[src/rtl/prediction_controller_pkg.sv]
`default_nettype none
// ============================================================================
// Module      : prediction_controller_pkg
// Description : Shared constants and the FSM state encoding for the
//               prediction controller and its argmax unit.
//               Contents: NUM_CLASSES (scores per frame), DIGIT_W (digit
//               width), state_t (controller FSM states).
// Revision    : 1.0 - initial release
// ============================================================================
package prediction_controller_pkg;

  localparam int NUM_CLASSES = 10;
  localparam int DIGIT_W     = 4;

  typedef enum logic [2:0] {
    ST_IDLE    = 3'd0,
    ST_COLLECT = 3'd1,
    ST_LAUNCH  = 3'd2,
    ST_WAIT    = 3'd3,
    ST_HOLD    = 3'd4
  } state_t;

endpackage
`default_nettype wire

[src/rtl/predict_digit.sv]
`default_nettype none
// ============================================================================
// Module      : predict_digit
// Description : Pipelined argmax over NUM_CLASSES signed scores. Score of
//               digit d sits in slot (NUM_CLASSES-1-d) of the packed input.
//               Ties resolve to the lower digit. done pulses 5 cycles after
//               start is sampled, together with predicted_digit.
// Ports       : clk, reset           - clock, synchronous active-high reset
//               start                - sample scores this cycle
//               scores               - packed score vector
//               done                 - one-cycle result strobe
//               predicted_digit      - index of the largest score
// Revision    : 1.0 - initial release
// ============================================================================
module predict_digit
  import prediction_controller_pkg::*;
#(
  parameter int WIDTH = 40
) (
  input  logic                         clk,
  input  logic                         reset,
  input  logic                         start,
  input  logic [NUM_CLASSES*WIDTH-1:0] scores,
  output logic                         done,
  output logic [DIGIT_W-1:0]           predicted_digit
);

  // Reduction tree 10 -> 5 -> 3 -> 2 -> 1, one register level per step.
  logic signed [WIDTH-1:0] r_s1_sc [NUM_CLASSES];
  logic signed [WIDTH-1:0] r_s2_sc [5];
  logic [DIGIT_W-1:0]      r_s2_dg [5];
  logic signed [WIDTH-1:0] r_s3_sc [3];
  logic [DIGIT_W-1:0]      r_s3_dg [3];
  logic signed [WIDTH-1:0] r_s4_sc [2];
  logic [DIGIT_W-1:0]      r_s4_dg [2];
  logic [DIGIT_W-1:0]      r_s5_dg;
  logic [4:0]              r_vld;

  // Operand a always carries the lower digit, so strict '>' keeps ties low.
  function automatic logic b_wins(input logic signed [WIDTH-1:0] a,
                                  input logic signed [WIDTH-1:0] b);
    return b > a;
  endfunction

  always_ff @(posedge clk) begin
    if (reset) begin
      r_vld           <= '0;
      done            <= 1'b0;
      predicted_digit <= '0;
      r_s5_dg         <= '0;
      for (int i = 0; i < NUM_CLASSES; i++) r_s1_sc[i] <= '0;
      for (int i = 0; i < 5; i++) begin
        r_s2_sc[i] <= '0;
        r_s2_dg[i] <= '0;
      end
      for (int i = 0; i < 3; i++) begin
        r_s3_sc[i] <= '0;
        r_s3_dg[i] <= '0;
      end
      for (int i = 0; i < 2; i++) begin
        r_s4_sc[i] <= '0;
        r_s4_dg[i] <= '0;
      end
    end else begin
      r_vld <= {r_vld[3:0], start};

      for (int d = 0; d < NUM_CLASSES; d++)
        r_s1_sc[d] <= scores[(NUM_CLASSES-1-d)*WIDTH +: WIDTH];

      for (int i = 0; i < 5; i++) begin
        if (b_wins(r_s1_sc[2*i], r_s1_sc[2*i+1])) begin
          r_s2_sc[i] <= r_s1_sc[2*i+1];
          r_s2_dg[i] <= DIGIT_W'(2*i+1);
        end else begin
          r_s2_sc[i] <= r_s1_sc[2*i];
          r_s2_dg[i] <= DIGIT_W'(2*i);
        end
      end

      for (int i = 0; i < 2; i++) begin
        if (b_wins(r_s2_sc[2*i], r_s2_sc[2*i+1])) begin
          r_s3_sc[i] <= r_s2_sc[2*i+1];
          r_s3_dg[i] <= r_s2_dg[2*i+1];
        end else begin
          r_s3_sc[i] <= r_s2_sc[2*i];
          r_s3_dg[i] <= r_s2_dg[2*i];
        end
      end
      r_s3_sc[2] <= r_s2_sc[4];
      r_s3_dg[2] <= r_s2_dg[4];

      if (b_wins(r_s3_sc[0], r_s3_sc[1])) begin
        r_s4_sc[0] <= r_s3_sc[1];
        r_s4_dg[0] <= r_s3_dg[1];
      end else begin
        r_s4_sc[0] <= r_s3_sc[0];
        r_s4_dg[0] <= r_s3_dg[0];
      end
      r_s4_sc[1] <= r_s3_sc[2];
      r_s4_dg[1] <= r_s3_dg[2];

      r_s5_dg <= b_wins(r_s4_sc[0], r_s4_sc[1]) ? r_s4_dg[1] : r_s4_dg[0];

      done            <= r_vld[4];
      predicted_digit <= r_s5_dg;
    end
  end

endmodule
`default_nettype wire

[src/rtl/prediction_controller.sv]
`default_nettype none
// ============================================================================
// Module      : prediction_controller
// Description : Collects one frame of 10 scores (digit order 0..9), launches
//               the argmax unit, waits for its result under a watchdog and
//               presents {digit, score} on a valid/ready port.
// Ports       : clk, reset                      - clock, sync active-high reset
//               score_valid/ready/data/last     - score input stream
//               abort                           - drop the frame in flight
//               result_valid/ready/digit/score  - result output
//               busy                            - high whenever not IDLE
//               error                           - sticky frame/timeout error
// Revision    : 1.0 - initial release
// ============================================================================
module prediction_controller #(
  parameter int WIDTH       = 40,
  parameter int NUM_CLASSES = 10,
  parameter int TIMEOUT     = 16
) (
  input  logic             clk,
  input  logic             reset,
  input  logic             score_valid,
  output logic             score_ready,
  input  logic [WIDTH-1:0] score_data,
  input  logic             score_last,
  input  logic             abort,
  output logic             result_valid,
  input  logic             result_ready,
  output logic [3:0]       result_digit,
  output logic [WIDTH-1:0] result_score,
  output logic             busy,
  output logic             error
);
  import prediction_controller_pkg::*;

  generate
    if (NUM_CLASSES != prediction_controller_pkg::NUM_CLASSES) begin : g_bad_num_classes
      $error("prediction_controller: NUM_CLASSES must be 10");
    end
  endgenerate

  localparam int WD_W = $clog2(TIMEOUT + 1);
  localparam logic [3:0] LAST_IDX = 4'(NUM_CLASSES - 1);

  state_t                       r_state;
  logic [3:0]                   r_count;
  logic [NUM_CLASSES*WIDTH-1:0] r_buf;
  logic [WD_W-1:0]              r_wd;

  logic                         w_hs;
  logic [3:0]                   w_slot;
  logic                         w_start;
  logic                         w_done;
  logic [DIGIT_W-1:0]           w_pred;
  logic [WIDTH-1:0]             w_win_score;

  assign w_hs    = score_valid & score_ready;
  assign w_slot  = LAST_IDX - r_count;
  // An abort in LAUNCH must not fire the argmax unit.
  assign w_start = (r_state == ST_LAUNCH) & ~abort;

  predict_digit #(
    .WIDTH(WIDTH)
  ) u_predict_digit (
    .clk            (clk),
    .reset          (reset),
    .start          (w_start),
    .scores         (r_buf),
    .done           (w_done),
    .predicted_digit(w_pred)
  );

  // Winning score is read back from the buffer slot of the predicted digit.
  always_comb begin
    w_win_score = '0;
    for (int i = 0; i < NUM_CLASSES; i++)
      if (w_pred == 4'(NUM_CLASSES - 1 - i)) w_win_score = r_buf[i*WIDTH +: WIDTH];
  end

  always_ff @(posedge clk) begin
    if (reset) begin
      r_state      <= ST_IDLE;
      r_count      <= '0;
      r_buf        <= '0;
      r_wd         <= '0;
      score_ready  <= 1'b0;
      result_valid <= 1'b0;
      result_digit <= '0;
      result_score <= '0;
      busy         <= 1'b0;
      error        <= 1'b0;
    end else begin
      // Storing on an aborted handshake is harmless: every launched frame
      // rewrites all slots first.
      if (w_hs) begin
        for (int i = 0; i < NUM_CLASSES; i++)
          if (w_slot == 4'(i)) r_buf[i*WIDTH +: WIDTH] <= score_data;
      end

      case (r_state)
        ST_IDLE: begin
          score_ready <= 1'b1;
          if (w_hs) begin
            if (score_last) begin
              // A one-score frame is as short as any other short frame.
              error <= 1'b1;
            end else begin
              r_count <= 4'd1;
              r_state <= ST_COLLECT;
              busy    <= 1'b1;
            end
          end
        end

        ST_COLLECT: begin
          if (abort) begin
            r_count <= '0;
            r_state <= ST_IDLE;
            busy    <= 1'b0;
          end else if (w_hs) begin
            if (r_count == LAST_IDX && score_last) begin
              r_count     <= '0;
              r_state     <= ST_LAUNCH;
              score_ready <= 1'b0;
            end else if (r_count == LAST_IDX || score_last) begin
              error   <= 1'b1;
              r_count <= '0;
              r_state <= ST_IDLE;
              busy    <= 1'b0;
            end else begin
              r_count <= r_count + 4'd1;
            end
          end
        end

        ST_LAUNCH: begin
          if (abort) begin
            r_state     <= ST_IDLE;
            score_ready <= 1'b1;
            busy        <= 1'b0;
          end else begin
            r_wd    <= '0;
            r_state <= ST_WAIT;
          end
        end

        ST_WAIT: begin
          if (abort) begin
            r_state     <= ST_IDLE;
            score_ready <= 1'b1;
            busy        <= 1'b0;
          end else if (w_done) begin
            result_digit <= w_pred;
            result_score <= w_win_score;
            result_valid <= 1'b1;
            r_state      <= ST_HOLD;
          end else if (r_wd == WD_W'(TIMEOUT - 1)) begin
            error       <= 1'b1;
            r_state     <= ST_IDLE;
            score_ready <= 1'b1;
            busy        <= 1'b0;
          end else begin
            r_wd <= r_wd + 1'b1;
          end
        end

        ST_HOLD: begin
          if (abort || result_ready) begin
            result_valid <= 1'b0;
            r_state      <= ST_IDLE;
            score_ready  <= 1'b1;
            busy         <= 1'b0;
          end
        end

        default: begin
          r_state      <= ST_IDLE;
          r_count      <= '0;
          score_ready  <= 1'b1;
          result_valid <= 1'b0;
          busy         <= 1'b0;
        end
      endcase
    end
  end

endmodule
`default_nettype wire
[config.mk]
export PLATFORM = sky130hd
export DESIGN_NAME = prediction_controller
export DESIGN_NICKNAME = d
export VERILOG_FILES = /design/src/rtl/prediction_controller_pkg.sv /design/src/rtl/predict_digit.sv /design/src/rtl/prediction_controller.sv
export SDC_FILE = /design/constraint.sdc
export NUM_CORES = 2
export LEC_CHECK = 0
export CAP_MARGIN = 15
export CORE_MARGIN = 1
export CORE_UTILIZATION = 46
export DETAILED_ROUTE_END_ITERATION = 10
export PLACE_DENSITY = 0.68
export SLEW_MARGIN = 20
export SYNTH_ARGS = -nofsm -noshare
export SYNTH_HDL_FRONTEND = slang
export SYNTH_HIERARCHICAL = 1
export SYNTH_SLANG_ARGS = --single-unit
[constraint.sdc]
create_clock -name clk -period 3.3 [get_ports clk]
set_input_delay 0.495 -clock clk [delete_from_list [all_inputs] [get_ports clk]]
set_output_delay 0.495 -clock clk [all_outputs]
set_load 0.01 [all_outputs]
==> results.ini <==
[status]
status = completed

[timing]
fin_skew_ps = 25.1
finalSetupViolations = 0
tightest_slew_ps = 1110
period_minus_slack_ps = 3240
fmax_mhz = 309
hold_viol_final = 0
setup_tns_ps = 0
slew_headroom_pct = 26.0
holdWs_ps = 249
drv_slew = 0
grt_setup_unrepaired = false
timing.final.crit_share_pct = 98.1

[final_layout]
fillers = 11400
area_growth_pct = 16.7
drive_gt1_share_pct = 8.71
multi_input_area_um2 = 27700
nets = 7071
ff_latch_area_um2 = 30100

[floorplanning]
rows = 131
core_um2 = 128000
die_y_um = 361
initial_core_util_pct = 46.5
dieWidth_um = 361
die_area_um2 = 131000
pin_count = 94

[yosys]
async_flop_share_pct = 0
synth_compound_area_share_pct = 10.6
synth_flop_cell = dfxtp_1
synth_common_cells = nand2_1 (1046), dfxtp_1 (876), a21oi_1 (603), nor2b_1 (523), edfxtp_1 (419)
synthCells = 6161
seq_area_frac_synth_pct = 50.7
synth_area_leaders = dfxtp_1 (30%), edfxtp_1 (21%), ha_1 (7.7%), nand2_1 (6.6%), mux2i_1 (5.7%)
syn_area_per_cell_um2 = 9.64
synth-simple-area-share_pct = 17.7
yosysMostFrequentCell = nand2_1
synth_edf_count = 419
synth.area.mux_share_pct = 7.64
yosys_warnings = 6
ys_types = 90
syn_area_um2 = 59400
synth_area_leader_cell = dfxtp_1
yosysTopAreaCellShare_pct = 29.5
synth-seq-cells = 1295
synth_top_family_by_area = simple AND/OR/NAND/NOR gates
post_synth_fa_ha_maj_area_fraction_pct = 7.75
synth_xor_area_share_pct = 0.0863

[job]
maxCapViolCount = 0

[worst_setup_path]
timing.rr.end = u_predict_digit/r_s2_sc[1][11]$_SDFFCE_PP0P_
worstPathArrival_ps = 3710
timing.rr.start = u_predict_digit/r_s1_sc[2][17]$_SDFF_PP0_
critPathCaptureType = flop
start_kind = flop
crit_required_ps = 3770
reg2reg_depth = 11
r2r_slack_ps = 60
path_max_fanout = 20
critPathKind = flop to flop

[power_and_ir_drop]
clockPowerShare_pct = 44.2
combPwrFrac_pct = 8.1
internal_power_mw = 27.3
leakage_nw = 27.2
power_frac_seq_pct = 47.7
p_per_area_nw_per_um2 = 519
p_sw_share_pct = 24.0
ir_drop_uv = 488
switchingPower_mw = 8.65

[clocking]
path_clk_slew_ps = 60
worst_skew_pair.late_latency_ps = 760
cts_htree_levels = 4
cts-buffers-inserted = 141
cts_max_path_buffers = 3
cts_root_buf = clkbuf_16
cts_num_sinks = 1295
cts_tree = built

[detailed_routing]
drtIter0Drc = 4695
wl_per_cell_um = 23.0
routed-via-count = 46000
viasPerCell = 5.45
route.detailed.drc = 0
drt-total-wl_um = 194000
final_antenna_net_count = 0
drt-pass1-iter-count = 8

[worst_hold_path]
hold_class = primary input to flop
min_from = reset
hold_path_end = u_predict_digit/r_s1_sc[4][8]$_SDFF_PP0_
min_path_cells = 2

[global_route]
grt_pass1_vias = 43800
grt_start_max_net_pins = 125
grt_pass1_wl_um = 280000
grt_overflow = 0
grt_usage_pct = 29.1
antenna_found_initial = 8

[place]
gp_congestion = 0.963
place.detailed.hpwl_um = 143000
io_buffers = 93

per-layer routing:
metal | GRT usage [%] | vias up | part of all wire [%]
met5 | 0 | - | 0.014
met4 | 17.1 | 4 | 6.3
li1 | - | 21500 | -
met1 | 37.7 | 21900 | 41
met3 | 4.48 | 484 | 8.0
met2 | 46.1 | 1990 | 45
layout make-up:
type                            count  share of cell area, %
Antenna cell                        1                0.00361
Clock buffer                      226                   6.44
Clock inverter                     30                  0.345
Inverter                          384                   2.08
Multi-Input combinational cell   4505                   40.0
Sequential cell                  1295                   43.5
Tap cell                         1662                   3.00
Timing Repair Buffer              330                   4.70
through the flow:
stage                     utilization, %  cells  power [mW]  setup WS (ps)  cell area (um2)
after floorplan                        -   6579        19.2            623            61000
after global routing                54.2   8432        37.0           4.05            69300
after detailed placement            50.5   8174        20.4          -66.0            64500
after CTS                           54.2   8430        36.1           22.9            69200
after global placement              50.5   8174        20.3           11.1            64500
final                               54.2   8433        36.0           62.2            69300
worst max-delay path, stage by stage, from the launching register on:
cell and delay, ps:
dfxtp_1 460, inv_1 80, ha_1 300, a21o_1 180
a21o_1 170, a211o_1 410, a31oi_2 250, mux2i_4 310
buf_12 230, buf_12 200, mux2i_1 280, nor2_1 80
power groups by stage:
stage / clock [mW] / sequential (mW) / combinational, mW
after CTS: 16.1 / 17.2 / 2.86
after global routing: 16.7 / 17.2 / 3.13
after global placement: 0 / 17.5 / 2.79
final: 15.9 / 17.2 / 2.92
after detailed placement: 0 / 17.5 / 2.84
after floorplan: 0 / 17.3 / 1.90
cells by family (layout without fill, tap and decap cells):
kind of cell	after synthesis	in the layout
other cells	1	420
buf+inv	779	970
fa+ha+maj	368	368
simple gates	2231	2231
xor+xnor	5	5
mux	426	426
compound gates	1056	1056
flops	1295	1295
how the worst max path moves through the flow:
stage / start / end / slack [ps] / cells past startpoint
2_1_floorplan: u_predict_digit/r_s2_sc[1][37]$_SDFFCE_PP0P_ / u_predict_digit/r_s3_sc[0][0]$_SDFFCE_PP0P_ / 620 / 10
3_3_place_gp: u_predict_digit/r_s3_sc[0][17]$_SDFFCE_PP0P_ / u_predict_digit/r_s4_sc[0][3]$_SDFFCE_PN0P_ / 10 / 11
3_5_place_dp: u_predict_digit/r_s3_sc[0][17]$_SDFFCE_PP0P_ / u_predict_digit/r_s4_sc[0][3]$_SDFFCE_PN0P_ / -70 / 11
4_1_cts: u_predict_digit/r_s2_sc[1][39]$_SDFFCE_PP0P_ / u_predict_digit/r_s3_sc[0][4]$_SDFFCE_PP0P_ / 20 / 10
5_1_grt: u_predict_digit/r_s2_sc[3][33]$_SDFFCE_PP0P_ / u_predict_digit/r_s3_sc[0][53]$_SDFFCE_PP0P_ / 4 / 12
6_report: u_predict_digit/r_s1_sc[2][17]$_SDFF_PP0_ / u_predict_digit/r_s2_sc[1][11]$_SDFFCE_PP0P_ / 60 / 11
sequential cells by signal, summed over array words and instances (netlist names), 5 cells and up:
signal	count
u_predict_digit/r_s2_dg	9
u_predict_digit/r_s3_sc	120
u_predict_digit/r_s4_dg	5
u_predict_digit/r_s1_sc	400
result_score	40
r_buf	400
u_predict_digit/r_vld	5
u_predict_digit/r_s4_sc	80
u_predict_digit/r_s2_sc	200
u_predict_digit/r_s3_dg	7
r_wd	5
what timing repair did:
item	in CTS	in global routing
endpoints found under the setup margin	4	105
resized for setup	4	9
setup buffers	0	2
pin swaps	0	2
hold buffers	0	0
cells in the final DEF (no fill, tap or decap), types with 69 or more instances in the layout:
cell             netlist  routed
edfxtp_1             419     419
clkdlybuf4s50_1        0      92
ha_1                 368     368
conb_1                 1     419
dfxtp_1              876     872
nand2_1             1046    1046
buf_4                 29     192
mux2i_1              341     339
nor2b_1              523     523
clkbuf_16              0     153
mux2_2                69      69
a21oi_1              603     603
inv_1                382     382
nor2_1               380     378
Note: power is estimated with default switching activity, not from simulation.
